## src/rtl/rgb_frame_loader_pkg.sv

```systemverilog
// Constants and FSM encoding shared between the frame-buffer write side and the VGA read side.
package rgb_frame_loader_pkg;

  localparam int unsigned DefImgWidth   = 160;
  localparam int unsigned DefImgHeight  = 120;
  localparam int unsigned DefAddrWidth  = 15;
  localparam int unsigned DefColorBits  = 4;
  localparam int unsigned DefIdleTimeout = 104160;
  localparam int unsigned DefLedHold    = 2500000;

  // Which channel byte the loader is waiting for next.
  typedef enum logic [1:0] {
    ST_R = 2'd0,
    ST_G = 2'd1,
    ST_B = 2'd2
  } rx_state_e;

endpackage

```

## src/rtl/rx_activity_led.sv

```systemverilog
// Retriggerable pulse stretcher: output stays high LED_HOLD clocks after the latest strobe.
module rx_activity_led
  import rgb_frame_loader_pkg::*;
#(
  parameter int unsigned LED_HOLD = DefLedHold
) (
  input  logic i_Clock,
  input  logic i_Reset_n,
  input  logic i_Strobe,
  output logic o_Led
);

  localparam int unsigned CntW = $clog2(LED_HOLD + 1);

  logic [CntW-1:0] cnt_q, cnt_d;
  logic            led_q;

  always_comb begin
    cnt_d = cnt_q;
    if (i_Strobe) begin
      cnt_d = CntW'(LED_HOLD);
    end else if (cnt_q != '0) begin
      cnt_d = cnt_q - 1'b1;
    end
  end

  always_ff @(posedge i_Clock or negedge i_Reset_n) begin
    if (!i_Reset_n) begin
      cnt_q <= '0;
      led_q <= 1'b0;
    end else begin
      cnt_q <= cnt_d;
      led_q <= (cnt_d != '0);
    end
  end

  assign o_Led = led_q;

endmodule

```

## src/rtl/rgb_frame_loader.sv

```systemverilog
// Assembles UART bytes R,G,B into packed pixels and writes them row-major into a frame buffer.
module rgb_frame_loader
  import rgb_frame_loader_pkg::*;
#(
  parameter int unsigned IMG_WIDTH    = DefImgWidth,
  parameter int unsigned IMG_HEIGHT   = DefImgHeight,
  parameter int unsigned ADDR_WIDTH   = DefAddrWidth,
  parameter int unsigned COLOR_BITS   = DefColorBits,
  parameter int unsigned IDLE_TIMEOUT = DefIdleTimeout,
  parameter int unsigned LED_HOLD     = DefLedHold
) (
  input  logic                    i_Clock,
  input  logic                    i_Reset_n,
  input  logic                    i_Rx_DV,
  input  logic [7:0]              i_Rx_Byte,
  output logic                    o_Wr_En,
  output logic [ADDR_WIDTH-1:0]   o_Wr_Addr,
  output logic [3*COLOR_BITS-1:0] o_Wr_Data,
  output logic                    o_Frame_Done,
  output logic                    o_Busy,
  output logic                    o_Sync_Err,
  output logic                    o_Rx_LED
);

  localparam int unsigned         NumPix  = IMG_WIDTH * IMG_HEIGHT;
  localparam int unsigned         TmoW    = $clog2(IDLE_TIMEOUT + 1);
  localparam logic [TmoW-1:0]     TmoLast = TmoW'(IDLE_TIMEOUT - 1);
  localparam logic [TmoW-1:0]     TmoMax  = TmoW'(IDLE_TIMEOUT);
  localparam logic [ADDR_WIDTH-1:0] LastIdx = ADDR_WIDTH'(NumPix - 1);

  rx_state_e                 state_q, state_d;
  logic [COLOR_BITS-1:0]     r_q, r_d, g_q, g_d;
  logic [ADDR_WIDTH-1:0]     idx_q, idx_d;
  logic [TmoW-1:0]           tmo_q, tmo_d;
  logic                      wr_en_q, wr_en_d;
  logic [ADDR_WIDTH-1:0]     addr_q, addr_d;
  logic [3*COLOR_BITS-1:0]   data_q, data_d;
  logic                      done_q, done_d;
  logic                      err_q, err_d;
  logic                      busy_q, busy_d;
  logic [COLOR_BITS-1:0]     chan;
  logic                      unused_byte;

  assign chan        = i_Rx_Byte[7 -: COLOR_BITS];
  assign unused_byte = ^i_Rx_Byte;

  always_comb begin
    state_d = state_q;
    r_d     = r_q;
    g_d     = g_q;
    idx_d   = idx_q;
    tmo_d   = tmo_q;
    wr_en_d = 1'b0;
    addr_d  = addr_q;
    data_d  = data_q;
    done_d  = 1'b0;
    err_d   = 1'b0;
    if (i_Rx_DV) begin
      // A byte always wins over a timeout expiring in the same cycle.
      tmo_d = '0;
      unique case (state_q)
        ST_R: begin
          r_d     = chan;
          state_d = ST_G;
        end
        ST_G: begin
          g_d     = chan;
          state_d = ST_B;
        end
        ST_B: begin
          wr_en_d = 1'b1;
          addr_d  = idx_q;
          data_d  = {r_q, g_q, chan};
          state_d = ST_R;
          if (idx_q == LastIdx) begin
            done_d = 1'b1;
            idx_d  = '0;
          end else begin
            idx_d = idx_q + 1'b1;
          end
        end
        default: state_d = ST_R;
      endcase
    end else if (state_q != ST_R) begin
      if (tmo_q >= TmoLast) begin
        state_d = ST_R;
        tmo_d   = '0;
        err_d   = 1'b1;
      end else if (tmo_q != TmoMax) begin
        tmo_d = tmo_q + 1'b1;
      end
    end
    busy_d = (idx_d != '0) || (state_d != ST_R);
  end

  always_ff @(posedge i_Clock or negedge i_Reset_n) begin
    if (!i_Reset_n) begin
      state_q <= ST_R;
      r_q     <= '0;
      g_q     <= '0;
      idx_q   <= '0;
      tmo_q   <= '0;
      wr_en_q <= 1'b0;
      addr_q  <= '0;
      data_q  <= '0;
      done_q  <= 1'b0;
      err_q   <= 1'b0;
      busy_q  <= 1'b0;
    end else begin
      state_q <= state_d;
      r_q     <= r_d;
      g_q     <= g_d;
      idx_q   <= idx_d;
      tmo_q   <= tmo_d;
      wr_en_q <= wr_en_d;
      addr_q  <= addr_d;
      data_q  <= data_d;
      done_q  <= done_d;
      err_q   <= err_d;
      busy_q  <= busy_d;
    end
  end

  rx_activity_led #(
    .LED_HOLD(LED_HOLD)
  ) u_led (
    .i_Clock  (i_Clock),
    .i_Reset_n(i_Reset_n),
    .i_Strobe (i_Rx_DV),
    .o_Led    (o_Rx_LED)
  );

  assign o_Wr_En      = wr_en_q;
  assign o_Wr_Addr    = addr_q;
  assign o_Wr_Data    = data_q;
  assign o_Frame_Done = done_q;
  assign o_Busy       = busy_q;
  assign o_Sync_Err   = err_q;

endmodule

```

## config.mk

```make
export PLATFORM = sky130hd
export DESIGN_NAME = rgb_frame_loader
export DESIGN_NICKNAME = d
export VERILOG_FILES = /design/src/rtl/rgb_frame_loader_pkg.sv /design/src/rtl/rx_activity_led.sv /design/src/rtl/rgb_frame_loader.sv
export SDC_FILE = /design/constraint.sdc
export NUM_CORES = 1
export LEC_CHECK = 0
export ABC_AREA = 1
export BUFFER_PORTS_ARGS = -buffer_cell sky130_fd_sc_hd__buf_4
export CORE_MARGIN = 2
export CORE_UTILIZATION = 54
export CTS_BUF_LIST = sky130_fd_sc_hd__clkbuf_8 sky130_fd_sc_hd__clkbuf_16
export DETAILED_ROUTE_END_ITERATION = 10
export PLACE_DENSITY = 0.76
export SLEW_MARGIN = 20
export SYNTH_ARGS = -nofsm -noshare
export SYNTH_HDL_FRONTEND = slang
export SYNTH_SLANG_ARGS = --single-unit
```

## constraint.sdc

```tcl
create_clock -name i_Clock -period 1.8 [get_ports i_Clock]
set_clock_uncertainty 0.05 [all_clocks]
set_input_delay 0 -clock i_Clock [delete_from_list [all_inputs] [get_ports i_Clock]]
set_output_delay 0 -clock i_Clock [all_outputs]
set_load 0.05 [all_outputs]
```

==> reports/metrics.yaml, run 1 <==
outcome:
  status: "complete, but fails checks"
  violations: "negative setup slack"
grt:
  overflow: 0
  grtUsageTotal_pct: 27.26
  grt_max_degree: 97
  grt_pass1_vias: 4703
  antenna_found_initial: 0
  grt_first_pass_wirelength_mm: 21.60
sta:
  timing.final.crit_share_pct: 109.1
  drv_slew: 0
  setup_viol: 4
  rsz0062_at_grt: "true"
  max_freq_mhz: 509.3
  worst_slew_pin_slew_ps: 525.5
  whs_ps: 63.43
  layout_setup_ws_ps: -163.5
  slew-limit-headroom_pct: 64.97
  fin_crit_ps: 1964
  finalHoldViolations: 0
cts:
  cts-buffers-inserted: 9
  cts_sinks: 96
  clk_latency_ps: 380
  h-tree-depth: 3
  cts-root-buf: "clkbuf_8"
  clk_pin_slew_ps: 110
  cts_tree: "built"
  clk_path_buf_depth: 2
drt:
  ant_nets: 0
  viasPerCell: 5.290
  route.detailed.drc: 0
  first_pass_iters: 5
  routed_wl_mm: 13.57
  drt_iter0_drc: 346
  num_vias: 4851
  routedWlPerCell_um: 14.79
critical_path:
  required_ps: 2070
  worst_setup_path_end_kind: "flip-flop"
  worstPathArrival_ps: 2240
  worstPathMaxFanout: 8
  criticalPathCategory: "reg -> reg"
  start_kind: "flip-flop"
placed_design:
  dp_hpwl_mm: 8.978
  placed_area_um2: 5976
  portBuffers: 38
  place_ws_ps: -140.9
  place_congestion: 0.9024
logic_synthesis:
  avgSynthCellArea_um2: 7.557
  synth_top_area_share_pct: 48.39
  synth-seq-cells: 96
  synth_warnings: 0
  netlist_area_um2: 4965
  yosysUniqueCellTypes: 35
  synth_area_leaders: "dfrtp_1 48%, nand2_1 14%, nor2_1 7.0%"
  ys_seq_area_share_pct: 48.39
  synthCells: 657
  synth.net_count: 672
  synth_top_area_cell: "dfrtp_1"
pwr:
  clockPowerShare_pct: 18.3
  power_density_nw_per_um2: 1122
  ir_drop_mv: 0.9552
  p_leak_nw: 3.430
  pwr-share-comb_pct: 42.6
  swShare_pct: 43.85
  seq_power_share_pct: 39.1
  p_int_w: 0.004259
  total_power_w: 0.007585
  p_sw_w: 0.003326
floorplan:
  core-area_um2: 8806
  initial_core_util_pct: 56.38
  num_io_pins: 43
  die_h_um: 99.89
  die_w_um: 99.89
  core.rowCount: 34
  dieArea_um2: 9977
layout:
  nNetsFinal: 819
  drive_above_1_share_pct: 31.77
  stdcell_area_um2: 6761
  layout_commonest_cell: "nand2_1"
  mostFrequentLayoutCells: "177 x nand2_1, 130 x buf_4, 95 x dfrtp_1"
  antenna_cells: 0
  area_growth_pct: 36.19
flow_run:
  max_cap_viol_count: 0
worst_hold_path:
  hold_path.class: "in -> reg"
## critical path, stage by stage (launching register included)
cell and delay, ps:
dfrtp_1 440, nor2_2 180, nand2_2 110, nor2_4 220
nand3_4 210, buf_6 180, nand2_2 40, nand2_1 80
nor2_4 170, nor2_2 60, nand2_1 60, nor2_1 40
nand3_1 70
## timing repair
action / CTS / global route
pin swaps: 27 / 27
setup endpoints to repair: 21 / 23
buffers inserted: 16 / 5
gates cloned: 1 / 0
resized for setup: 45 / 58
hold buffers: 5 / 0
hold endpoints to repair: 108 / 0
## power groups by stage
stage               clock [W]  combinational, W  sequential (W)
global placement            0           0.00287         0.00296
finish                0.00139           0.00323         0.00297
CTS                   0.00139           0.00311         0.00295
floorplan                   0          0.000863         0.00396
global route          0.00149           0.00346         0.00301
detailed placement          0           0.00294         0.00298
## state kept, by name, summed over array words and instances (netlist names)
| register | cells |
|---|---|
| tmo_q | 17 |
| o_Busy | 1 |
| u_led.cnt_q | 22 |
| o_Wr_Data | 12 |
| o_Frame_Done | 1 |
| idx_q | 15 |
| g_q | 4 |
| r_q | 4 |
| o_Wr_En | 1 |
| state_q | 2 |
| o_Sync_Err | 1 |
| o_Wr_Addr | 15 |
| u_led.o_Led | 1 |
## final timing paths
path	from	slack, ps	depth (start not counted)	to
max	u_led.cnt_q[4]	-160	12	u_led.o_Led
min	i_Rx_DV	60	4	o_Wr_En
max reg2reg	u_led.cnt_q[4]	-160	12	u_led.o_Led
min reg2reg	o_Wr_Addr[4]	440	2	o_Wr_Addr[4]
max in group asynchronous	i_Reset_n	1120	3	tmo_q[5]
min in group asynchronous	i_Reset_n	130	3	u_led.cnt_q[17]
## Yosys cell counts, drive strengths merged
library cell and instances:
a21oi 14, buf 10, clkbuf 3, clkinv 2, dfrtp 96, ha 4
inv 85, nand2 197, nand3 53, nand3b 6, nand4 14, nor2 104
nor3 8, nor4 1, o211a 1, o21ai 43, o31ai 2, or2 3
xnor2 4, xor2 7
## layer usage
layer | up-vias | track usage, % | part of all wire, %
met4 | 0 | 8.430 | 1.7
met1 | 2319 | 36.74 | 43
met3 | 21 | 3.760 | 4.9
li1 | 2359 | - | -
met5 | - | 0 | 0
met2 | 152 | 46.10 | 50
## stage by stage
step | setup TNS, ps | std cells | utilization, %
after floorplan | 0 | 657 | -
after global placement | -401.1 | 874 | 67.86
after detailed placement | -896.8 | 874 | 67.86
after CTS | -44.75 | 912 | 74.08
after global routing | -1644 | 917 | 76.78
final | -377.0 | 917 | 76.78
## final cells by class
type	instances	area (um^2)
multi-input cells	462	2511
flip-flops and latches	96	2404
fillers	641	2044
repair buffers	148	1199
inverters	87	329.1
well taps	108	135.1
clock buffers	9	123.9
clock inverters	7	60.06
## cell families after synthesis
logic type      synth area share [%]
buf+inv                        7.939
fa+ha+maj                      1.008
compound gates                 6.401
flops                          48.39
xor+xnor                       1.940
simple gates                   34.32
No activity file was read; power rests on OpenSTA's default activity.
==> inputs of run 2 (changes only) <==
--- a/config.mk
+++ b/config.mk
@@ -5,14 +5,14 @@
 export SDC_FILE = /design/constraint.sdc
 export NUM_CORES = 1
 export LEC_CHECK = 0
-export ABC_AREA = 1
 export BUFFER_PORTS_ARGS = -buffer_cell sky130_fd_sc_hd__buf_4
 export CORE_MARGIN = 2
-export CORE_UTILIZATION = 54
+export CORE_UTILIZATION = 53
 export CTS_BUF_LIST = sky130_fd_sc_hd__clkbuf_8 sky130_fd_sc_hd__clkbuf_16
 export DETAILED_ROUTE_END_ITERATION = 10
-export PLACE_DENSITY = 0.76
+export PLACE_DENSITY = 0.75
 export SLEW_MARGIN = 20
 export SYNTH_ARGS = -nofsm -noshare
 export SYNTH_HDL_FRONTEND = slang
+export SYNTH_HIERARCHICAL = 1
 export SYNTH_SLANG_ARGS = --single-unit
==> run 2 against run 1 <==
  * The run still ends with negative setup slack left
  * Maximum frequency down 37%
  * Hold slack worse by 37 ps
  * Routed wire length up 1.2%
  * Clock power about the same
  * Via count down 6.5%
  * Worst setup slack worse by 1200 ps
  * Utilization up 6.1 points
  * Sequential share of layout area down 1.8 points
  * Register-to-register slack worse by 1200 ps
  * Die area down 4.4%
  * Largest power group is now sequential cells
==> reports/metrics.yaml, run 2 <==
critical_path:
  rr_startpoint: "u_led/cnt_q[19]"  # was u_led.cnt_q[4]
  start_kind: "flip-flop"  # unchanged
  slowest_delay_ps: 550  # was 440 ps
  crit_buf_inv: 0  # was 1
  worstPathArrival_ps: 3310  # was 2240 ps
  worst_setup_path_end_kind: "flip-flop"  # unchanged
  cp_cell_sequence: "or4_4, or4b_4, o211ai_1, mux2_4, nor4_4, nand3_1, or4_1"  # was nor2_2, nand2_2, nor2_4, nand3_4, buf_6, nand2_2, nand2_1, nor2_4, nor2_2, nand2_1, nor2_1, nand3_1
  critPathLaunch: "u_led/cnt_q[19]"  # was u_led.cnt_q[4]
  crit_slowest_cell: "or4_4"  # was dfrtp_1
  worstPathMaxFanout: 3  # was 8
  cpLargestDelayFamily: "simple AND/OR/NAND/NOR gates"  # unchanged
  criticalPathCategory: "reg -> reg"  # unchanged
  required_ps: 2000  # was 2070 ps
pwr:
  power_density_nw_per_um2: 921.1  # was 1122 nW/um^2
  total_power_w: 0.006557  # was 0.007585 W
  p_leak_nw: 3.375  # was 3.430 nW
  ir_drop_mv: 1.149  # was 0.9552 mV
floorplan:
  core-area_um2: 8593  # was 8806 um^2
  die_h_um: 97.65  # was 99.89 um
  initial_core_util_pct: 54.09  # was 56.38%
  dieArea_um2: 9536  # was 9977 um^2
  core.rowCount: 34  # unchanged
  die_w_um: 97.65  # was 99.89 um
  num_io_pins: 43  # unchanged
sta:
  rsz0062_at_grt: "true"  # unchanged
  timing.final.crit_share_pct: 173.1  # was 109.1%
  slew-limit-headroom_pct: 61.48  # was 64.97%
  fin_crit_ps: 3115  # was 1964 ps
  finalHoldViolations: 0  # unchanged
  setup_viol: 50  # was 4
  tns_ps: -18780  # was -377.0 ps
  layout_setup_ws_ps: -1315  # was -163.5 ps
  worst_slew_pin_slew_ps: 572.5  # was 525.5 ps
  drv_slew: 0  # unchanged
  max_freq_mhz: 321.0  # was 509.3 MHz
layout:
  stdcell_area_um2: 7118  # was 6761 um^2
  reg_top3: "u_led/cnt_q (22), tmo_q (17)"  # was u_led.cnt_q (22), tmo_q (17)
  drive_above_1_share_pct: 46.45  # was 31.77%
  area_growth_pct: 53.14  # was 36.19%
  largest_register: "u_led/cnt_q"  # was u_led.cnt_q
  antenna_cells: 0  # unchanged
  largest_reg_flops: 22  # unchanged
  nNetsFinal: 701  # was 819
  mostFrequentLayoutCells: "160 x buf_4, 101 x nand2_1, 96 x dfrtp_1"  # was 177 x nand2_1, 130 x buf_4, 95 x dfrtp_1
  fin_util_pct: 82.83  # was 76.78%
  layout_commonest_cell: "buf_4"  # was nand2_1
drt:
  drt_iter0_drc: 292  # was 346
  first_pass_iters: 5  # unchanged
  routedWlPerCell_um: 17.18  # was 14.79 um
  routed_wl_mm: 13.73  # was 13.57 mm
  viasPerCell: 5.678  # was 5.290
  num_vias: 4537  # was 4851
  route.detailed.drc: 0  # unchanged
  ant_nets: 0  # unchanged
cts:
  clk_latency_ps: 370  # was 380 ps
  cts-root-buf: "clkbuf_8"  # unchanged
  clk_pin_slew_ps: 100  # was 110 ps
  cts-buffers-inserted: 9  # unchanged
  clk_path_buf_depth: 2  # unchanged
  cts_tree: "built"  # unchanged
  h-tree-depth: 3  # unchanged
  cts_sinks: 96  # unchanged
placed_design:
  portBuffers: 38  # unchanged
  place_ws_ps: -1357  # was -140.9 ps
  placed_area_um2: 6022  # was 5976 um^2
  dp_hpwl_mm: 8.343  # was 8.978 mm
  place_congestion: 0.9082  # was 0.9024
worst_hold_path:
  hold_path.class: "in -> async"  # was in -> reg
outcome:
  status: "complete, but fails checks"  # unchanged
  violations: "negative setup slack"  # unchanged
logic_synthesis:
  avgSynthCellArea_um2: 9.428  # was 7.557 um^2
  ys_seq_area_share_pct: 51.68  # was 48.39%
  synth_ff_type: "dfrtp_1"  # unchanged
  synth.most_common_cell: "nand2_1"  # unchanged
  yosysUniqueCellTypes: 63  # was 35
  synth-seq-cells: 96  # unchanged
  synth_edf_count: 0  # unchanged
  netlist_area_um2: 4648  # was 4965 um^2
  synth_area_leaders: "dfrtp_1 52%, nand2_1 8.6%, nor2_1 4.4%"  # was dfrtp_1 48%, nand2_1 14%, nor2_1 7.0%
  synth_warnings: 6  # was 0
  async_reset_ff_share_pct: 100.0  # unchanged
  synth_top_area_cell: "dfrtp_1"  # unchanged
  synth.net_count: 508  # was 672
  synth_top_area_share_pct: 51.68  # was 48.39%
  synthCells: 493  # was 657
  synth_common_cells: "107 x nand2_1, 96 x dfrtp_1, 54 x nor2_1"  # was 189 x nand2_1, 96 x dfrtp_1, 92 x nor2_1
grt:
  grtUsageTotal_pct: 28.25  # was 27.26%
  grt_pass1_vias: 4593  # was 4703
  grt_max_degree: 40  # was 97
  overflow: 0  # unchanged
  grt_first_pass_wirelength_mm: 21.85  # was 21.60 mm
  antenna_found_initial: 0  # unchanged
flow_run:
  max_cap_viol_count: 0  # unchanged
-- run 2: worst register-to-register path, stage by stage (launching register included) --
cell and delay, ps:
dfrtp_1 400, or4_4 550, or4b_4 550, o211ai_1 290, mux2_4 350, nor4_4 140
nand3_1 120, or4_1 530
-- run 2: metal layers --
metal | global-route usage (%) | part of all wire [%] | vias to the layer above | routed length, um
met2 | 48.49 | 52 | 155 | 7205
met1 | 36.39 | 41 | 2276 | 5662
met4 | 11.97 | 2.2 | 0 | 306
met5 | 0 | 0 | - | 0
li1 | - | - | 2074 | -
met3 | 3.309 | 4.0 | 32 | 555
-- run 2: repair_timing --
item                       4_1_cts  5_1_grt
setup endpoints to repair       51       55
cloned                           1        0
setup buffers                   19       24
hold endpoints to repair       108        0
pin swaps                       41       38
hold buffers                     5        0
gates resized for setup         82       64
-- run 2: kinds of logic after synthesis --
kind of cell,after synthesis,synth area share (%)
simple gates,261,26.97
flops,96,51.68
compound gates,55,7.833
xor+xnor,32,6.030
buf+inv,32,3.203
mux,13,3.203
fa+ha+maj,4,1.077
-- run 2: area by class of cell --
type | count | area [um^2]
inverter | 11 | 43.79
clock inverter | 7 | 78.83
tap | 108 | 135.1
timing repair buffer | 202 | 1698
multi-input combinational | 366 | 2636
sequential | 96 | 2402
fill | 442 | 1475
clock buffer | 9 | 123.9
-- run 2: where the power goes --
group,internal (W),switching [W],total (W)
combinational,0.000932,0.00147,0.00241
sequential,0.00251,0.000219,0.00273
clock,0.000547,0.000876,0.00142
total,0.00399,0.00257,0.00656
-- run 2: per-stage QoR --
| step | hold slack, ps | std cells |
|---|---|---|
| global placement | -110.4 | 749 |
| detailed placement | -105.3 | 749 |
| CTS | 33.60 | 785 |
| global route | 68.14 | 799 |
| finish | 26.58 | 799 |
| floorplan | -345.6 | 493 |
-- run 2: final timing paths --
kind	to	slack, ps	cells past startpoint
max	u_led/o_Led	-1320	7
min	u_led/cnt_q[6]	30	2
max reg2reg	u_led/o_Led	-1320	7
min reg2reg	o_Wr_Data[8]	420	2
max in group asynchronous	o_Wr_Addr[4]	1110	3
min in group i_Clock	state_q[0]	150	5
==> inputs of run 3 (changes only) <==
--- a/config.mk
+++ b/config.mk
@@ -7,10 +7,10 @@
 export LEC_CHECK = 0
 export BUFFER_PORTS_ARGS = -buffer_cell sky130_fd_sc_hd__buf_4
 export CORE_MARGIN = 2
-export CORE_UTILIZATION = 53
+export CORE_UTILIZATION = 50
 export CTS_BUF_LIST = sky130_fd_sc_hd__clkbuf_8 sky130_fd_sc_hd__clkbuf_16
 export DETAILED_ROUTE_END_ITERATION = 10
-export PLACE_DENSITY = 0.75
+export PLACE_DENSITY = 0.8
 export SLEW_MARGIN = 20
 export SYNTH_ARGS = -nofsm -noshare
 export SYNTH_HDL_FRONTEND = slang
==> constraint.sdc (replaced) <==
create_clock -name i_Clock -period 3.63 [get_ports i_Clock]
set_clock_uncertainty 0.05 [all_clocks]
set_input_delay 0 -clock i_Clock [delete_from_list [all_inputs] [get_ports i_Clock]]
set_output_delay 0 -clock i_Clock [all_outputs]
set_load 0.05 [all_outputs]
==> run 3 against run 2 <==
  * The flow now finishes without violations
  * Flip-flop and latch count stayed put
  * Cell count is 19% lower
  * Global-route usage down 8.2 points
  * Hold slack better by 210 ps
  * Critical path depth up 1
  * Via count fell by 19%
  * Critical endpoint unchanged
  * Clock-buffer cell count unchanged
  * Routed wire length down 30%
==> reports/metrics.yaml, run 3 (synthesis results as in run 2) <==
layout:
  reg_top3: "u_led/cnt_q (22), tmo_q (17)"  # unchanged
  mostFrequentLayoutCells: "107 x nand2_1, 96 x dfrtp_1, 54 x nor2_1"  # was 160 x buf_4, 101 x nand2_1, 96 x dfrtp_1
  nNetsFinal: 548  # was 701
  layout_commonest_cell: "nand2_1"  # was buf_4
  largest_register: "u_led/cnt_q"  # unchanged
  drive_above_1_share_pct: 15.24  # was 46.45%
  antenna_cells: 0  # unchanged
  largest_reg_flops: 22  # unchanged
  area_growth_pct: 13.30  # was 53.14%
drt:
  routedWlPerCell_um: 14.86  # was 17.18 um
  routed_wl_mm: 9.647  # was 13.73 mm
  route.detailed.drc: 0  # unchanged
  ant_nets: 0  # unchanged
  first_pass_iters: 5  # unchanged
  drt_iter0_drc: 266  # was 292
  viasPerCell: 5.630  # was 5.678
  num_vias: 3654  # was 4537
critical_path:
  cpLargestDelayFamily: "simple AND/OR/NAND/NOR gates"  # unchanged
  crit_buf_inv: 1  # was 0
  slowest_delay_ps: 520  # was 550 ps
  start_kind: "flip-flop"  # unchanged
  cp_cell_sequence: "inv_1, ha_1, or4b_1, or3_1, o211a_1, a221o_1, or4b_1, or4_1"  # was or4_4, or4b_4, o211ai_1, mux2_4, nor4_4, nand3_1, or4_1
  required_ps: 3810  # was 2000 ps
  crit_slowest_cell: "or4_1"  # was or4_4
  worstPathArrival_ps: 3630  # was 3310 ps
  path_common_cell: "or4b_1"
  worst_setup_path_end_kind: "flip-flop"  # unchanged
  criticalPathCategory: "reg -> reg"  # unchanged
  worstPathMaxFanout: 7  # was 3
sta:
  setup_viol: 0  # was 50
  timing.final.crit_share_pct: 95.10  # was 173.1%
  slew-limit-headroom_pct: 41.21  # was 61.48%
  finalHoldViolations: 0  # unchanged
  max_freq_mhz: 289.7  # was 321.0 MHz
  whs_ps: 233.1  # was 26.58 ps
  worst_slew_pin_slew_ps: 881.8  # was 572.5 ps
  fin_crit_ps: 3452  # was 3115 ps
  drv_slew: 0  # unchanged
  tns_ps: 0  # was -18780 ps
  rsz0062_at_grt: "false"  # was true
pwr:
  total_power_w: 0.002969  # was 0.006557 W
  ir_drop_mv: 0.6504  # was 1.149 mV
  p_leak_nw: 2.428  # was 3.375 nW
  power_density_nw_per_um2: 563.8  # was 921.1 nW/um^2
floorplan:
  dieArea_um2: 10080  # was 9536 um^2
  die_w_um: 100.4  # was 97.65 um
  core.rowCount: 35  # was 34
  num_io_pins: 43  # unchanged
  initial_core_util_pct: 51.03  # was 54.09%
  core-area_um2: 9109  # was 8593 um^2
  die_h_um: 100.4  # was 97.65 um
grt:
  antenna_found_initial: 0  # unchanged
  grt_pass1_vias: 3559  # was 4593
  grt_max_degree: 71  # was 40
  grtUsageTotal_pct: 20.04  # was 28.25%
  grt_first_pass_wirelength_mm: 16.40  # was 21.85 mm
  overflow: 0  # unchanged
cts:
  cts_tree: "built"  # unchanged
  h-tree-depth: 3  # unchanged
  clk_pin_slew_ps: 100  # about the same
  cts_setup_buffers: 0  # was 19
  cts-root-buf: "clkbuf_8"  # unchanged
  cts-buffers-inserted: 9  # unchanged
  cts-resized-gates: 0  # was 82
  clk_latency_ps: 360  # was 370 ps
  cts_sinks: 96  # unchanged
  clk_path_buf_depth: 2  # unchanged
flow_run:
  max_cap_viol_count: 0  # unchanged
placed_design:
  portBuffers: 38  # unchanged
  place_congestion: 0.8781  # was 0.9082
  dp_hpwl_mm: 6.483  # was 8.343 mm
outcome:
  status: "complete, no violations"  # was complete, but fails checks
worst_hold_path:
  hold_path.class: "in -> async"  # unchanged
## run 3: cell count changes in the layout (fill, tap and decap cells not counted), moves of 6 or more
cell     delta
buf_4     -116
buf_6      -33
nand2_1     +6
nand3_1     +6
nor2_1     +17
nor2_2     -10
nor2_4      -7
o21ai_0     +6
o21ai_2     -6
or4_1       +6
or4_4       -7
## run 3: layout make-up
class,count,area [um^2]
Sequential cell,96,2402
Clock buffer,9,123.9
Inverter,11,41.29
Tap cell,111,138.9
Fill cell,779,3842
Timing Repair Buffer,50,390.4
Multi-Input combinational cell,365,2097
Clock inverter,7,72.57
## run 3: path summary, 6_finish.rpt
check	start	endpoint	slack, ps	cells after the start
setup / recovery	u_led/cnt_q[0]	u_led/o_Led	180	8
hold / removal	i_Reset_n	u_led/cnt_q[1]	230	2
setup reg to reg	u_led/cnt_q[0]	u_led/o_Led	180	8
hold reg to reg	r_q[1]	o_Wr_Data[9]	430	2
max in group asynchronous	i_Reset_n	tmo_q[2]	2390	3
min in group i_Clock	i_Rx_Byte[4]	o_Wr_Data[0]	350	4
## run 3: through the flow
stage          instances  setup WS (ps)  utilization (%)  cell area, um^2
5_1_grt              649          21.68            57.82             5266
3_3_place_gp         627          294.0            55.00             5010
4_1_cts              649          198.2            57.82             5266
2_1_floorplan        493          274.0                -             4648
3_5_place_dp         627          241.2            55.00             5010
6_report             649          177.8            57.82             5266
## run 3: routing by layer
metal / track usage, % / share of wire (%) / vias to the layer above
li1: - / - / 1772
met5: 0 / 0 / -
met3: 2.577 / 4.4 / 14
met1: 27.84 / 46 / 1786
met4: 6.533 / 1.6 / 0
met2: 32.89 / 48 / 82
## run 3: repair_timing
item | CTS | global route
hold endpoints to repair | 92 | 0
hold buffers | 6 | 0
endpoints found under the setup margin | 0 | 0
## run 3: where the power goes
part	internal [W]	leakage [nW]	total, W	switching, W
Clock	0.000271	0.0970	0.000693	0.000422
Combinational	0.000296	1.09	0.000876	0.000580
Sequential	0.00124	1.24	0.00140	0.000158
